### config.mk
export PLATFORM = sky130hd
export DESIGN_NAME = water_refill_controller
export DESIGN_NICKNAME = d
export VERILOG_FILES = /design/src/rtl/water_refill_controller.sv
export SDC_FILE = /design/constraint.sdc
export NUM_CORES = 1
export LEC_CHECK = 0
export CAP_MARGIN = 20
export CORE_AREA = 3 3 53 55
export DETAILED_ROUTE_END_ITERATION = 8
export DIE_AREA = 0 0 56 58
export HOLD_SLACK_MARGIN = 0.08
export PLACE_DENSITY = 0.7
export RECOVER_POWER = 100
export SLEW_MARGIN = 20
export SYNTH_ARGS = -nofsm -noshare
export SYNTH_HDL_FRONTEND = slang
export SYNTH_SLANG_ARGS = --single-unit
### constraint.sdc
create_clock -name clk -period 1.88 [get_ports clk]
set_clock_uncertainty 0.05 [all_clocks]
set_input_delay 0.564 -clock clk [delete_from_list [all_inputs] [get_ports clk]]
set_output_delay 0.564 -clock clk [all_outputs]
set_load 0.01 [all_outputs]
### src/rtl/water_refill_controller.sv
// Inlet valve controller that refills the tank with hysteresis, waits for the dispenser
// to go idle, bounds each fill in time and latches a fault when the bound is exceeded.
module water_refill_controller #(
   parameter int unsigned LOW_MARK      = 4,
   parameter int unsigned HIGH_MARK     = 12,
   parameter int unsigned FILL_TIMEOUT  = 15,
   parameter int unsigned SETTLE_CYCLES = 3
) (
   input  logic       clk,
   input  logic       reset,
   input  logic       refill_enable,
   input  logic [3:0] tank_level,
   input  logic       dispense_active,
   input  logic       fault_clear,
   output logic       inlet_valve,
   output logic       refill_active,
   output logic [3:0] fill_timer,
   output logic       refill_fault,
   output logic [7:0] refill_count
);

   localparam logic [3:0] LOW_LEVEL    = 4'(LOW_MARK);
   localparam logic [3:0] HIGH_LEVEL   = 4'(HIGH_MARK);
   localparam logic [3:0] TIMEOUT_LAST = 4'(FILL_TIMEOUT - 1);
   localparam logic [3:0] SETTLE_LAST  = 4'(SETTLE_CYCLES - 1);

   typedef enum logic [2:0] {
      IDLE,
      WAIT_DISPENSE,
      FILLING,
      SETTLE,
      FAULT
   } state_t;

   state_t     state_reg, state_next;
   logic [3:0] fill_timer_reg, fill_timer_next;
   logic [3:0] settle_reg, settle_next;
   logic [7:0] count_reg, count_next;

   logic low_request;
   logic level_full;
   assign low_request = refill_enable && (tank_level <= LOW_LEVEL);
   assign level_full  = (tank_level >= HIGH_LEVEL);

   always_ff @(posedge clk) begin
      if (reset) begin
         state_reg      <= IDLE;
         fill_timer_reg <= 4'd0;
         settle_reg     <= 4'd0;
         count_reg      <= 8'd0;
      end else begin
         state_reg      <= state_next;
         fill_timer_reg <= fill_timer_next;
         settle_reg     <= settle_next;
         count_reg      <= count_next;
      end
   end

   always_comb begin
      state_next      = state_reg;
      fill_timer_next = fill_timer_reg;
      settle_next     = settle_reg;
      count_next      = count_reg;
      case (state_reg)
         IDLE: begin
            fill_timer_next = 4'd0;
            settle_next     = 4'd0;
            if (low_request) begin
               state_next = dispense_active ? WAIT_DISPENSE : FILLING;
            end
         end
         WAIT_DISPENSE: begin
            if (!refill_enable) begin
               state_next = IDLE;
            end else if (!dispense_active) begin
               state_next      = FILLING;
               fill_timer_next = 4'd0;
            end
         end
         FILLING: begin
            // Abort outranks completion, completion outranks timeout.
            if (!refill_enable) begin
               state_next = IDLE;
            end else if (level_full) begin
               state_next  = SETTLE;
               settle_next = 4'd0;
            end else if (fill_timer_reg == TIMEOUT_LAST) begin
               state_next = FAULT;
            end else begin
               fill_timer_next = fill_timer_reg + 4'd1;
            end
         end
         SETTLE: begin
            // Enable is deliberately ignored: the fill has already completed.
            if (settle_reg == SETTLE_LAST) begin
               state_next = IDLE;
               count_next = count_reg + 8'd1;
            end else begin
               settle_next = settle_reg + 4'd1;
            end
         end
         FAULT: begin
            if (fault_clear) begin
               state_next = IDLE;
            end
         end
         default: begin
            state_next = IDLE;
         end
      endcase
   end

   assign inlet_valve   = (state_reg == FILLING);
   assign refill_active = (state_reg == WAIT_DISPENSE) || (state_reg == FILLING) ||
                          (state_reg == SETTLE);
   assign refill_fault  = (state_reg == FAULT);
   assign fill_timer    = fill_timer_reg;
   assign refill_count  = count_reg;

endmodule

* Word-level counts from Yosys, hierarchy flattened
Index checks and enable logic that the tools add are counted.
Operators by class: add/subtract/negate cells 3, order comparisons 2, equal/unequal tests 18, multiplexer cells 20, reduce and logical (&&, ||, !) cells 10
Operator list (number):
- 2-to-1 mux 4 bit | 8
- 2-to-1 mux 3 bit | 8
- one-hot mux 4 bit (3 select lines) | 2
- inequality test 2 bit (second input constant) | 9
- one-hot mux 3 bit (5 select lines) | 1
- adder 4 x 1 -> 4 bit (second input constant) | 2
- adder 8 x 1 -> 8 bit (second input constant) | 1
- equality test 3 x 2 -> 1 bit (second input constant) | 2
- AND reduction 6 bit | 1
- nonzero test 3 bit | 2
- AND reduction 5 bit | 1
- equality test 4 x 2 -> 1 bit (second input constant) | 1
- equality test 4 bit (second input constant) | 1
- greater-or-equal comparator 4 bit (second input constant) | 1
- less-or-equal comparator 4 x 3 -> 1 bit (second input constant) | 1
- inequality test 4 x 2 -> 1 bit (second input constant) | 1
- AND reduction 4 bit | 1
- equality test 3 x 1 -> 1 bit (second input constant) | 1
- equality test 3 bit (second input constant) | 1
- zero test 3 bit | 1
- inequality test 3 bit (second input constant) | 1
- logical OR 1 bit | 2
- 2-to-1 mux 2 bit | 1
- inequality test 2 x 1 -> 1 bit (second input constant) | 1
- other kinds (2) | 2
Word-level totals: register bits after elaboration 19, bits of input ports 9, output and inout bits 15, word-level logic and storage cells 57

* Longest topological paths before layout
word-level depth 5, gate-level depth with buffers 7, depth with buffers taken out 6

* Worst setup path after synthesis
Ideal clock, no wire load.
kind register to register, start reg settle_reg[0], end reg count_reg[7] (netlist: refill_count[7]), setup time 0.128 ns, arrival 1.463 ns, required time 1.702 ns, setup slack 0.239 ns, stages on the path, launching flop included 8, period minus slack after synthesis 1.641 ns, path through dfxtp_1 inv_1 ha_1 or3b_1 buf_6 nor4_2 xnor2_1 nor2_1
On the way: word-level cells in the longest chain between the ends 2
Ends and longest elaborated chain:
- from (decl) | RTL line 37 | logic [3:0] settle_reg, settle_next;
- from (signal assigned) | RTL line 54 | settle_reg <= settle_next;
- equality test 4 x 2 -> 1 bit | RTL line 95 | if (settle_reg == SETTLE_LAST) begin
- AND reduction 2 bit (no line)
- to (signal assigned) | RTL line 55 | count_reg <= count_next;
- to (decl) | RTL line 38 | logic [7:0] count_reg, count_next;
No other way between the ends. A chain may end at the register's enable or synchronous reset.

* Final worst setup path
start reg fill_timer_reg[0] (netlist: fill_timer[0]), end out fill_timer[0]
RTL lines:
- from (decl) | RTL line 36 | logic [3:0] fill_timer_reg, fill_timer_next;
- from (signal assigned) | RTL line 53 | fill_timer_reg <= fill_timer_next;
- to (decl) | RTL line 17 | output logic [3:0] fill_timer,
No word-level cell between the ends.

==> impl_metrics.csv <==
group,metric,value,unit
setup_path,regToRegEndpoint,"refill_count[7]",
clocking,clockBufferDepth,2,
setup_path,worstPathArrival,1.22,ns
sta,fmax,546,MHz
min_path,hp-start,"fill_timer[3]",
synthesis,ys_seq_area_frac,0.333,
setup_path,end_kind,"output pin",
finish,synthToLayoutAreaGrowth,35.2,%
sta,final_max_slew_viol_count,0,
clocking,cts_setup_buffers,0,
floorplanning,rows,18,
run_status,status,"completed",
placed_design,dp_hpwl,1930,µm
setup_path,worstPathMaxFanout,7,
synthesis,synth-adder-area-share,0.0547,
finish,fin_nets,187,
sta,fin_crit_sh,0.974,
setup_path,timing.rr.start,"settle_reg[0]",
clocking,clock-sinks,19,
floorplanning,dieHeight,58,µm
floorplanning,initial_utilization,0.470,
global_routing,grt_overflow,0,
detailed_routing,drt-pass1-iter-count,4,
setup_path,start_kind,"flip-flop",
synthesis,synth-async-reset-ratio,0,
setup_path,cp.required,1.27,ns
detailed_routing,wl_per_cell,12.6,µm
clocking,cts.reportedPaths.clkPinSlew,0.10,ns
finish,final_layout_size_suffix_gt1_frac,0.262,
sta,fin_crit,1.83,ns
synthesis,netlist_area,1140,µm²
sta,rsz0062_at_grt,"no",
global_routing,grt_max_degree,12,
setup_path,cpMaxStageDelayCell,"clkdlybuf4s50_1",
synthesis,synth_compound_area_frac,0.194,
synthesis,synth_top_family_by_area,"simple AND/OR/NAND/NOR gates",
synthesis,synth-seq-cells,19,
synthesis,yosys.cell_types.count,48,
placed_design,portBuffers,23,
synthesis,yosys.area_share.simple,0.311,
floorplanning,io_pins,24,
setup_path,cp_top_family,"buffers and inverters",
min_path,min_to,"fill_timer[3]",
setup_path,critPathKind,"reg -> out",
placed_design,pre_cts_ws,-0.222,ns
setup_path,rrSetupSlack,0.11,ns
sta,hold-worst-slack,0.418,ns
placed_design,placed_cell_area,1510,µm²
finish,fillers,220,
setup_path,critPathMaxStageDelay,0.54,ns
setup_path,worstPathCellList,"clkdlybuf4s50_1",
pwr,leakagePower,0.585,nW
detailed_routing,drc,0,
finish,largest_reg_flops,8,
clocking,cts_made_buffers,3,
detailed_routing,postRouteAntennaNets,0,
sta,setup_viol,0,
detailed_routing,vias,1096,
synthesis,syn_nets,147,
detailed_routing,drt-initial-drc-count,22,
pwr,ir_worst_vdd,293,µV
synthesis,syn_avg_cell_area,8.60,µm²
global_routing,antenna_found_initial,0,
sta,setup_slack,0.0487,ns
pwr,p_per_area,450,nW/µm²
flow_run,maxCapViolations,0,
clocking,clockRootBuffer,"clkbuf_4",
setup_path,cp.depth,1,
floorplanning,die_area,3250,µm²
global_routing,grt_pass1_vias,1023,
global_routing,grt_pass1_wl,4370,µm
setup_path,critPathBufInv,1,
placed_design,gp_congestion,0.813,
finish,stdcell_area,1550,µm²
min_path,holdPathStages,1,
sta,worstMarginPinSlew,0.366,ns
floorplanning,die_w,56,µm
finish,antenna_cells,0,
detailed_routing,via_per_inst,5.43,
synthesis,yosysWarnings,0,
clocking,htreeDepth,1,
synthesis,muxShareOfSynthArea,0.00875,
synthesis,syn_inst,133,
clocking,cts_tree,"built",
global_routing,track_usage,0.170,
sta,max_slew_margin,0.754,
synthesis,synth-edff-count,0,
floorplanning,core_area,2430,µm²
sta,hold_viol,0,
min_path,hp-class,"reg -> reg",
synthesis,synthXorXnorAreaFrac,0.0383,
clocking,insertion_delay,0.29,ns
setup_path,r2r_cells,6,
detailed_routing,routed_wirelength,2550,µm
synthesis,synth_top_flop_cell,"dfxtp_1",
-- placed cells by master (no fill, tap or decap), drive strengths merged, types with 2 or more instances in the layout --
| master | n |
|---|---|
| xnor2 | 5 |
| nand2b | 5 |
| a31o | 2 |
| nor4 | 3 |
| buf | 20 |
| nand2 | 6 |
| a21oi | 8 |
| nand4 | 5 |
| ha | 5 |
| a211oi | 5 |
| dfxtp | 19 |
| nor3b | 3 |
| clkbuf | 5 |
| clkdlybuf4s25 | 2 |
| or3 | 3 |
| inv | 9 |
| nand3 | 7 |
| nor3 | 2 |
| dlymetal6s2s | 2 |
| nor2 | 12 |
| o21ai | 5 |
| clkdlybuf4s50 | 16 |
| or3b | 2 |
-- Yosys cell counts, drive strengths merged (2+ instances only) --
cell    instances  share of area
nor2           12          0.039
nand2           6          0.020
nor3b           3          0.030
nand3           7          0.031
nor4            3          0.027
inv             9          0.030
clkbuf          2         0.0066
ha              5          0.055
buf             4          0.025
dfxtp          19           0.33
a31o            2          0.015
a21oi           8          0.035
or3             3          0.016
a211oi          5          0.033
or3b            2          0.018
xnor2           5          0.038
nand4           5          0.027
o21ai           5          0.022
nand2b          5          0.027
nor3            2          0.019
-- cell type report --
| class | count | area (µm²) | area share |
|---|---|---|---|
| inverter | 9 | 33.8 | 0.0218 |
| tap | 30 | 37.5 | 0.0243 |
| timing repair buffer | 41 | 362 | 0.234 |
| sequential | 19 | 394 | 0.255 |
| multi-input combinational | 99 | 693 | 0.448 |
| clock buffer | 4 | 26.3 | 0.0170 |
-- what timing repair did --
item | 4_1_cts | 5_1_grt
gates cloned | 0 | 0
endpoints found under the setup margin | 7 | 19
gates resized for setup | 18 | 15
hold buffers | 0 | 0
-- logic make-up after synthesis --
logic type | count (synthesis)
muxes | 1
and+or+nand+nor | 56
AOI/OAI and AO/OA | 32
DFF | 19
xor gates and xnor gates | 5
buffers and inverters | 15
adders and majority gates | 5
-- metal layers --
layer / GRT usage / routed length, µm / vias up
met1: 0.210 / 1150 / 499
li1: - / - / 567
met5: 0 / 0 / -
met3: 0.0312 / 132 / 2
met2: 0.287 / 1240 / 28
met4: 0.0814 / 29 / 0
-- worst max path at each step --
stage	startpoint	to	slack, ns
after floorplan	settle_reg[0]	refill_count[7]	0.24
after detailed placement	refill_enable	fill_timer[3]	-0.22
after global placement	refill_enable	fill_timer[3]	-0.19
after CTS	refill_count[5]	refill_count[5]	0.001
after global routing	fill_timer[0]	fill_timer[0]	0.002
final	fill_timer[0]	fill_timer[0]	0.05
-- per-stage QoR --
stage	TNS, ns	std cells	utilization	total power, W
detailed placement	-1.83	198	0.621	0.000500
CTS	0	202	0.637	0.000706
finish	0	202	0.636	0.000695
global route	0	202	0.636	0.000732
global placement	-1.56	198	0.621	0.000498
floorplan	0	133	-	0.000450
-- power by group --
group          internal, W  switching, W   total, W
Sequential        0.000403    0.00000155   0.000405
Combinational    0.0000459     0.0000398  0.0000857
Clock            0.0000825      0.000123   0.000205
Note: power is estimated with default switching activity, not from simulation.
==> RTL edit, RTL diff (config.mk and constraints unchanged) <==
Register the inputs `refill_enable`, `tank_level`, `dispense_active` and `fault_clear` before use, cleared by the reset. The logic sees them one clock later.
--- a/src/rtl/water_refill_controller.sv
+++ b/src/rtl/water_refill_controller.sv
@@ -33,4 +33,23 @@
    } state_t;
 
+   logic refill_enable_q;
+   logic [3:0] tank_level_q;
+   logic dispense_active_q;
+   logic fault_clear_q;
+
+   always_ff @(posedge clk) begin
+      if (reset) begin
+         refill_enable_q   <= '0;
+         tank_level_q      <= '0;
+         dispense_active_q <= '0;
+         fault_clear_q     <= '0;
+      end else begin
+         refill_enable_q   <= refill_enable;
+         tank_level_q      <= tank_level;
+         dispense_active_q <= dispense_active;
+         fault_clear_q     <= fault_clear;
+      end
+   end
+
    state_t     state_reg, state_next;
    logic [3:0] fill_timer_reg, fill_timer_next;
@@ -40,6 +59,6 @@
    logic low_request;
    logic level_full;
-   assign low_request = refill_enable && (tank_level <= LOW_LEVEL);
-   assign level_full  = (tank_level >= HIGH_LEVEL);
+   assign low_request = refill_enable_q && (tank_level_q <= LOW_LEVEL);
+   assign level_full  = (tank_level_q >= HIGH_LEVEL);
 
    always_ff @(posedge clk) begin
@@ -67,11 +86,11 @@
             settle_next     = 4'd0;
             if (low_request) begin
-               state_next = dispense_active ? WAIT_DISPENSE : FILLING;
+               state_next = dispense_active_q ? WAIT_DISPENSE : FILLING;
             end
          end
          WAIT_DISPENSE: begin
-            if (!refill_enable) begin
+            if (!refill_enable_q) begin
                state_next = IDLE;
-            end else if (!dispense_active) begin
+            end else if (!dispense_active_q) begin
                state_next      = FILLING;
                fill_timer_next = 4'd0;
@@ -80,5 +99,5 @@
          FILLING: begin
             // Abort outranks completion, completion outranks timeout.
-            if (!refill_enable) begin
+            if (!refill_enable_q) begin
                state_next = IDLE;
             end else if (level_full) begin
@@ -101,5 +120,5 @@
          end
          FAULT: begin
-            if (fault_clear) begin
+            if (fault_clear_q) begin
                state_next = IDLE;
             end
Formal check against the unedited RTL: not equivalent (Yosys sat finds a counterexample within 4 cycles, from zero or initial values and one cycle with reset high).
==> RTL edit against the unedited design <==
  * Sequential cell count rose by 7
  * Synthesized cell count rose by 15%
  * Hold slack improved by 31 ps
  * Wire length rose by 23%
  * Fmax fell by 2.3%
  * Setup slack got worse by 43 ps
  * Final area rose by 16%
  * Synthesized area rose by 13%
Power is not compared: it rests on default switching activity, and its combinational part moved more than twofold at a synthesized area within 25%.
==> RTL edit: results (changes against the unedited design) <==
[sta]
hold_viol=0  ; unchanged
relSlewSlack_pct=63.7  ; -12 points

[routing]
drtIter0Drc=28  ; +27%
wl_per_cell_um=14.1  ; +12%
dr.pass1.iters=6  ; +2
via_per_inst=5.49  ; +1.1%

[setup_path]
cp_slowest_cell=or3b_4
crit_start=settle_reg[0]
arrival_ps=2090  ; +870 ps
cpPeakStageDelay_ps=390  ; -150 ps
worstPathMaxFanout=4  ; -3

[yosys]
synthXorXnorAreaFrac_pct=5.43  ; +1.6 points
yosys-top-cells-area=dfxtp_1 40%, nand3_1 5.0%, ha_1 4.8%, nor2b_1 4.4%, nor2_1 3.5%
synth_compound_area_share_pct=11.2  ; -8.1 points
synth_fa_ha_area_share_pct=4.84  ; -0.63 points
ys_seq_area_share_pct=40.3  ; +7.0 points
synth_nets=167  ; +14%
synth.top_cells.by_count=26 x dfxtp_1, 13 x nand3_1, 12 x nor2_1
yosysWarnings=0  ; unchanged
synthMuxAreaShare_pct=3.97  ; +3.1 points
ys_async_sr_fraction_pct=0  ; unchanged
synthDistinctLibCells=37  ; -23%
synth_top_family_by_area=simple AND/OR/NAND/NOR gates

[global_routing]
grt_pass1_wl_um=5210  ; +19%
gr-usage-all-layers_pct=20.0  ; +3.0 points
grt_start_max_net_pins=15  ; +3

[clock_network]
clkTransAtPathRegs_ps=140  ; +40 ps
clkLatencyLatePin_ps=320  ; +30 ps

[status]
status=finished clean

[placement]
gp_congestion=0.817  ; +0.50%
hpwlAfterDp_um=2260  ; +17%
dp_slack_ps=-21.7  ; +200 ps

[worst_hold_path]
hp-start=fill_timer[1]
hold_class=reg -> reg

[pwr]
max-vdd-ir-drop_v=0.000612
p_leak_nw=0.834

[final_layout]
antenna-diode-count=0  ; unchanged
drive_gt1_share_pct=28.6  ; +2.5 points
largest_reg_flops=8  ; unchanged
finalNetCount=207  ; +11%

[RTL edit: changes by cell type in the layout (fill, tap and decap cells not counted), moves of 3 or more]
cell | unedited run | this run
dlygate4sd2_1 | 0 | 3
nor2b_1 | 1 | 9
nand2_1 | 6 | 9
mux2i_1 | 1 | 4
a211oi_1 | 5 | 0
xor2_1 | 0 | 5
nand3_1 | 7 | 13
dfxtp_4 | 1 | 5
dlymetal6s2s_1 | 2 | 7
clkdlybuf4s50_1 | 16 | 9
[RTL edit: worst max-delay path, delay by kind of cell (launching register included)]
kind            cells  cell delay, ps
simple gates        3            1100
fa+ha+maj           1             130
flops               1             350
buf+inv             1              60
compound gates      1             120
[RTL edit: stage by stage]
step / instance area (um^2) / utilization [%] / power (W) / cells / setup TNS [ps]
finish: 1800 / 73.9 / 0.00119 / 222 / 0
global route: 1800 / 73.9 / 0.00125 / 222 / -62.7
CTS: 1730 / 71.0 / 0.00118 / 220 / 0
detailed placement: 1640 / 67.4 / 0.000896 / 214 / -21.7
global placement: 1640 / 67.4 / 0.000889 / 214 / 0
floorplan: 1290 / - / 0.000772 / 153 / 0
[RTL edit: cell families (layout without fill, tap and decap cells)]
| group | Yosys count | after routing |
|---|---|---|
| compound gates | 24 | 24 |
| xor+xnor | 8 | 8 |
| fa+ha+maj | 5 | 5 |
| buf+inv | 14 | 53 |
| flops | 26 | 26 |
| mux | 5 | 5 |
| simple gates | 71 | 71 |
[RTL edit: final timing paths]
kind                     endpoint  slack [ps]  cells after the start
hold reg to reg     fill_timer[1]         450                      2
setup / recovery  refill_count[7]           6                      6
hold / removal      fill_timer[1]         450                      2
setup reg to reg  refill_count[7]           6                      6
[RTL edit: routing by layer]
layer  vias up  GRT usage [%]  wire length [um]
li1        613              -                 -
met1       568           23.6              1320
met2        29           36.7              1680
met3         8           2.23                88
met4         0           8.47                52
met5         -              0                 0
[RTL edit: repair_timing]
action,CTS,global route
setup buffers,2,2
pin swaps,2,5
endpoints found under the setup margin,16,17
resized for setup,29,28
[RTL edit: area by class of cell]
class / instances / area [um^2]
inverter: 8 / 30.0
timing repair buffer: 41 / 360
clock buffer: 4 / 36.3
fill: 199 / 636
sequential: 26 / 552
multi-input combinational: 113 / 781
tap: 30 / 37.5
[RTL edit: where the power goes]
part           switching (W)  internal (W)  total [W]
Combinational       0.000158      0.000154   0.000312
Sequential         0.0000197      0.000571   0.000591
Clock               0.000166      0.000118   0.000284
